$ cat src/rtl/pyramid_scheduler.sv
// pyramid_scheduler: sequences 9 blur and 2 half jobs over a 3-octave, 3-level image pyramid.
// Defining PYRAMID_SCHED_TIMEOUT_EN adds a per-job watchdog that aborts a stalled build.
module pyramid_scheduler #(
    parameter int TOP_WIDTH      = 64,
    parameter int TOP_HEIGHT     = 64,
    parameter int TIMEOUT_CYCLES = 65536
) (
    input  logic                         clk_in,
    input  logic                         rst_in,
    input  logic                         start_in,
    output logic                         busy,
    output logic                         pyramid_done,
    output logic                         error_out,
    output logic                         blur_start,
    input  logic                         blur_done,
    output logic                         half_start,
    input  logic                         half_done,
    output logic [3:0]                   src_code,
    output logic [3:0]                   dst_code,
    output logic [$clog2(TOP_WIDTH):0]   job_width,
    output logic [$clog2(TOP_HEIGHT):0]  job_height,
    output logic [1:0]                   octave,
    output logic [1:0]                   level
);
    localparam int WW = $clog2(TOP_WIDTH) + 1;
    localparam int HW = $clog2(TOP_HEIGHT) + 1;
    typedef enum logic [2:0] {IDLE, BLUR_ISSUE, BLUR_WAIT, HALF_ISSUE, HALF_WAIT, FINISH} state_t;
    state_t state_q, state_d;
    logic [1:0] oct_q, oct_d, lvl_q, lvl_d;
    logic timeout, waiting, wait_done, half_job;
    logic [3:0] base;
    assign waiting   = state_q == BLUR_WAIT || state_q == HALF_WAIT;
    assign wait_done = (state_q == BLUR_WAIT && blur_done) || (state_q == HALF_WAIT && half_done);
`ifdef PYRAMID_SCHED_TIMEOUT_EN
    localparam int CW = $clog2(TIMEOUT_CYCLES + 1);
    logic [CW-1:0] cnt_q, cnt_d;
    logic err_q, err_d;
    // The ISSUE cycle counts as the first elapsed cycle of the job.
    assign cnt_d = (state_q == BLUR_ISSUE || state_q == HALF_ISSUE) ? CW'(1) :
                   waiting ? cnt_q + CW'(1) : cnt_q;
    assign timeout = waiting && cnt_q == CW'(TIMEOUT_CYCLES - 1);
    assign err_d = (state_q == IDLE && start_in) ? 1'b0 : (timeout && !wait_done) ? 1'b1 : err_q;
    assign error_out = err_q;
    always_ff @(posedge clk_in) begin
        if (rst_in) begin
            cnt_q <= '0;
            err_q <= 1'b0;
        end else begin
            cnt_q <= cnt_d;
            err_q <= err_d;
        end
    end
`else
    assign timeout   = 1'b0;
    assign error_out = 1'b0;
`endif
    always_ff @(posedge clk_in) begin
        if (rst_in) begin
            state_q <= IDLE;
            oct_q   <= 2'd0;
            lvl_q   <= 2'd0;
        end else begin
            state_q <= state_d;
            oct_q   <= oct_d;
            lvl_q   <= lvl_d;
        end
    end
    always_comb begin
        state_d = state_q;
        oct_d   = oct_q;
        lvl_d   = lvl_q;
        case (state_q)
            IDLE: if (start_in) begin
                state_d = BLUR_ISSUE;
                oct_d   = 2'd0;
                lvl_d   = 2'd0;
            end
            BLUR_ISSUE: state_d = BLUR_WAIT;
            HALF_ISSUE: state_d = HALF_WAIT;
            BLUR_WAIT: if (blur_done) begin
                if (lvl_q < 2'd2) begin
                    lvl_d   = lvl_q + 2'd1;
                    state_d = BLUR_ISSUE;
                end else state_d = (oct_q < 2'd2) ? HALF_ISSUE : FINISH;
            end else if (timeout) state_d = FINISH;
            HALF_WAIT: if (half_done) begin
                oct_d   = oct_q + 2'd1;
                lvl_d   = 2'd0;
                state_d = BLUR_ISSUE;
            end else if (timeout) state_d = FINISH;
            FINISH: begin
                state_d = IDLE;
                oct_d   = 2'd0;
                lvl_d   = 2'd0;
            end
            default: state_d = IDLE;
        endcase
    end
    assign half_job     = state_q == HALF_ISSUE || state_q == HALF_WAIT;
    assign busy         = state_q != IDLE;
    assign pyramid_done = state_q == FINISH;
    assign blur_start   = state_q == BLUR_ISSUE;
    assign half_start   = state_q == HALF_ISSUE;
    // Pyramid image (o, l) is coded o*3+l+1; resize buffers for octaves 1/2 are 10/11.
    assign base       = 4'(oct_q) * 4'd3;
    assign src_code   = (state_q == IDLE) ? 4'd0 : half_job ? base + 4'd3 :
                        (lvl_q != 2'd0) ? base + 4'(lvl_q) :
                        (oct_q == 2'd0) ? 4'd0 : 4'd9 + 4'(oct_q);
    assign dst_code   = (state_q == IDLE) ? 4'd0 : half_job ? 4'd10 + 4'(oct_q) :
                        base + 4'(lvl_q) + 4'd1;
    assign job_width  = WW'(TOP_WIDTH) >> oct_q;
    assign job_height = HW'(TOP_HEIGHT) >> oct_q;
    assign octave     = oct_q;
    assign level      = lvl_q;
endmodule

$ cat config.mk
export PLATFORM = sky130hd
export DESIGN_NAME = pyramid_scheduler
export DESIGN_NICKNAME = d
export VERILOG_FILES = /design/src/rtl/pyramid_scheduler.sv
export SDC_FILE = /design/constraint.sdc
export NUM_CORES = 1
export LEC_CHECK = 0
export CAP_MARGIN = 20
export CORE_UTILIZATION = 39
export DETAILED_ROUTE_END_ITERATION = 12
export PLACE_DENSITY = 0.82
export SYNTH_ARGS = -nofsm -noshare
export SYNTH_HDL_FRONTEND = slang
export SYNTH_SLANG_ARGS = --single-unit
$ cat constraint.sdc
create_clock -name clk_in -period 2.4 [get_ports clk_in]
set_clock_uncertainty 0.05 [all_clocks]
set_input_delay 0.36 -clock clk_in [delete_from_list [all_inputs] [get_ports clk_in]]
set_output_delay 0.36 -clock clk_in [all_outputs]
set_load 0.01 [all_outputs]
; Word-level counts from Yosys, hierarchy flattened
; Cells that the tools add are included.
[op_classes]
addsub = 7
n_mul = 1
n_lt_le_gt_ge = 2
n_eq_ne = 9
n_shift = 1
mux = 19
reduce_logical = 10
[ops]
columns = operator, n
row1 = $mux 4, 6
row2 = $mux 3, 5
row3 = $pmux 3 s5, 1
row4 = $mux 2, 5
row5 = $add 4x2->4 const A, 2
row6 = $pmux 2 s4, 1
row7 = $shr 7x2->7 const A, 1
row8 = $eq 3x2->1 const B, 2
row9 = $eq 3x3->1 const B, 2
row10 = $ne 2x2->1 const B, 3
row11 = $pmux 2 s3, 1
row12 = $reduce_and 3->1, 2
row13 = $reduce_bool 3->1, 2
row14 = $reduce_and 5->1, 1
row15 = $add 2x1->2 const B, 2
row16 = $add 4x1->4 const B, 1
row17 = $add 4x2->4, 1
row18 = $add 4x2->4 const B, 1
row19 = $lt 2x2->1 const B, 2
row20 = $mul 2x2->4 const B, 1
row21 = $reduce_bool 4->1, 1
row22 = $eq 3x1->1 const B, 1
row23 = $logic_not 3->1, 1
row24 = $logic_not 2->1, 1
row25 = 3 further kinds, 3
[word_totals]
register_bits = 7
inputBits = 5
out_inout_bits = 31
elab_cells = 52

; Depth between registers and ports, before layout
[depth]
ltp_word = 5
ltp_mapped = 8
mapped_depth_nobuf = 8

; Least setup slack after synthesis
; No wires, ideal clock.
[synth_timing]
path_type = reg-to-output
startpoint = register oct_q[0], in the netlist octave[0]
endpoint = output port dst_code[2]
arrival_time_ns = 2.246
t_required_ns = 1.990
setup_slack_ns = -0.256
stages_incl_launch_ff = 9
n_path_buf = 0
cell_sequence = dfxtp_1 inv_1 ha_1 inv_1 fa_1 inv_1 ha_1 xor2_1 a21oi_1
[synth_via]
elab_chain_len = 5
elab_cells_between_ends = 6
classes_between = add/sub (3) / mul (1) / mux (2)
[synth_lines]
columns = element, line
row1 = start: declaration, 29  ; logic [1:0] oct_q, oct_d, lvl_q, lvl_d;
row2 = start signal: assignment, 64  ; oct_q <= oct_d;
row3 = $mul 2x2->4, 105  ; assign base = 4'(oct_q) * 4'd3;
row4 = $add 4x2->4, 110  ; base + 4'(lvl_q) + 4'd1;
row5 = $add 4x1->4, 110
row6 = $mux 4 * (2 in a row), 109  ; assign dst_code = (state_q == IDLE) ? 4'd0 : half_job ? 4'd10 + 4'(oct_q) :
row7 = end: declaration, 19  ; output logic [3:0] dst_code,
; Mark *: on every way between the ends. The rest lies on a longest branch, timed or not.

; Worst setup path after layout
[layout_timing]
startpoint = register oct_q[0], in the netlist octave[0]
endpoint = output port dst_code[3]
; Same word-level chain as after synthesis.

==> impl_metrics.json <==
{
  "cts_buffer_depth": 2,
  "yosysSeqAreaShare_pct": 15.0,
  "switchingPower_uw": 122,
  "setup_viol": 6,
  "dp.cells": 181,
  "timing.final.crit_period_ns": 2.59,
  "vdd_drop_max_mv": 0.243,
  "n_antenna_cell": 0,
  "initial_core_util_pct": 41.7,
  "clkTransAtPathRegs_ns": 0.05,
  "portBuffers": 28,
  "violations": "negative setup slack",
  "grt_use_total_pct": 20.5,
  "intPower_uw": 247,
  "synth_compound_area_share_pct": 18.1,
  "critPathMaxFanout": 3,
  "cts_tree": "yes",
  "grtUsageMet1_pct": 22.4,
  "powerDensity_nw_per_um2": 256,
  "ys_top_cells_by_area": "dfxtp_1, ha_1, buf_4",
  "synthSimpleGateAreaFrac_pct": 17.4,
  "drc": 0,
  "nNetsFinal": 178,
  "setup_slack_ns": -0.189,
  "pre_cts_slack_ns": -0.401,
  "status": "complete, but fails checks",
  "netlist_top_cells_count": "nor2_1, buf_4, ha_1, inv_1",
  "fmax_ghz": 0.386,
  "drtIter0Drc": 13,
  "worstSetupEndpointType": "primary output",
  "grt_pass1_vias": 930,
  "wl_per_cell_um": 13.1,
  "leakagePower_uw": 0.000614,
  "via_count": 970,
  "syn_area_sq_um": 932,
  "cp_data_arrival_time_ns": 2.18,
  "synth-seq-cells": 7,
  "ys.flop_type": "dfxtp_1",
  "yosysWarnings": 0,
  "worstHoldPathType": "register to register",
  "antenna_found_initial": 0,
  "hold_viol": 0,
  "core_area_sq_um": 2230,
  "synth-adder-area-share_pct": 16.9,
  "switching_share_pct": 33.0,
  "synthMuxAreaShare_pct": 9.93,
  "pwr-share-seq_pct": 33.9,
  "dr.pass1.iters": 4,
  "die_h_um": 50.9,
  "synthXorXnorAreaFrac_pct": 3.76,
  "dieArea_sq_um": 2590,
  "avgSynthCellArea_sq_um": 7.90,
  "synth_top_family_by_area": "buffers and inverters",
  "grt_max_degree": 11,
  "synth_top_area_share_pct": 15.0,
  "layout.cells.non_filler": 188,
  "viasPerCell": 5.16,
  "numCtsBuffers": 3,
  "synthCells": 118,
  "pwr-share-comb_pct": 36.6,
  "cp_data_required_time_ns": 1.99,
  "synth_top_cell_by_area": "dfxtp_1",
  "cts_sinks": 7,
  "path_class": "register to primary output",
  "dp_hpwl_mm": 1.73,
  "finalCritPeriodShare_pct": 108,
  "die_x_um": 50.9,
  "globalRouteOverflowTotal": 0,
  "slew_viol_final": 0,
  "ant_nets": 0,
  "layout-drive-gt1-share_pct": 36.9,
  "grt_setup_unrepaired": "true",
  "crit_path_start_kind": "register",
  "clock_latency_ns": 0.26,
  "drv_cap": 0,
  "ys_async_sr_fraction_pct": 0,
  "r2r_slack_ns": 0.73,
  "power.total_uw": 369,
  "top_usage_layer": "met2",
  "grt_use_met3_pct": 1.19,
  "grtUsageMet2_pct": 39.3,
  "rows": 17,
  "synth_edf_count": 0,
  "synthMostInstantiatedCell": "nor2_1",
  "io_pins": 36,
  "htreeDepth": 1,
  "grt_pass1_wl_mm": 4.02,
  "synth_cell_types": 35,
  "gp_congestion": 0.809,
  "root_buffer": "clkbuf_4",
  "finalWirelength_mm": 2.46,
  "p_clk_share_pct": 29.5,
  "areaGrowthSynthToFinish_pct": 54.5
}
[what timing repair did]
item                       CTS  global route
pin swaps                    7             6
hold buffers                 0             0
gates resized for setup     49             8
buffers inserted             1             2
setup endpoints to repair    8             7
[routing by layer]
layer / vias up / wire, um
met4: 0 / 70
li1: 469 / -
met1: 452 / 999
met3: 10 / 114
met2: 39 / 1280
met5: - / 0
[through the flow]
stage                     cell area [sq um]  util, %  setup TNS [ns]  hold slack, ns
after floorplan                         963        -         -0.0432           0.373
after global placement                 1280     57.5           -1.58           0.521
after detailed placement               1280     57.5           -1.77           0.544
after CTS                              1390     62.1          -0.506           0.556
after global routing                   1440     64.5           -1.07           0.572
final                                  1440     64.5          -0.611           0.551
[cell type report]
type / count / area [sq um]
repair buffers: 49 / 414
well taps: 28 / 35.0
flip-flops and latches: 7 / 145
inverters: 11 / 48.8
clock buffers: 4 / 26.3
fillers: 196 / 793
multi-input cells: 89 / 771
[worst paths after layout]
path / depth (start not counted) / start / end
hold reg to reg: 2 / state_q[0] / state_q[0]
setup reg to reg: 5 / state_q[2] / octave[0]
hold / removal: 2 / state_q[0] / state_q[0]
setup / recovery: 9 / octave[0] / dst_code[3]
[critical path: stages (launching register included)]
cell and delay, ns:
dfxtp_4 0.36, inv_4 0.04, ha_4 0.27, inv_4 0.04
fa_2 0.45, buf_6 0.14, nor3b_4 0.19, o211ai_1 0.12
nor3b_2 0.17, buf_2 0.14
[cells in the final DEF (no fill, tap or decap), types with 2 or more instances in the layout]
cell type / instances
o21ai_0: 6
dfxtp_1: 5
mux2_2: 2
ha_4: 5
a21oi_2: 2
nor2_1: 13
nand2b_1: 4
buf_6: 2
a211oi_1: 4
nand2_1: 4
nor3_1: 3
clkbuf_4: 3
a21oi_1: 4
inv_1: 6
buf_2: 6
inv_2: 2
conb_1: 7
buf_4: 19
ha_1: 5
mux2i_1: 7
clkdlybuf4s50_1: 20
o22ai_1: 2
inv_4: 3
[flip-flops by register name (all words and copies together) (netlist names)]
register and flops:
octave 2, level 2, state_q 3
[power by group through the flow]
stage	Clock, uW	Sequential, uW	Combinational, uW
2_1_floorplan	0	125	91.2
3_3_place_gp	0	126	130
3_5_place_dp	0	127	132
4_1_cts	113	124	132
5_1_grt	117	125	146
6_report	109	125	135
[logic make-up (layout without fill, tap and decap cells)]
logic type	count (synthesis)	count (layout)
buf+inv	28	64
xor+xnor	4	4
flops	7	7
compound gates	25	25
mux	9	9
other cells	1	7
simple gates	32	32
fa+ha+maj	12	12
Note: power is estimated with default switching activity, not from simulation.
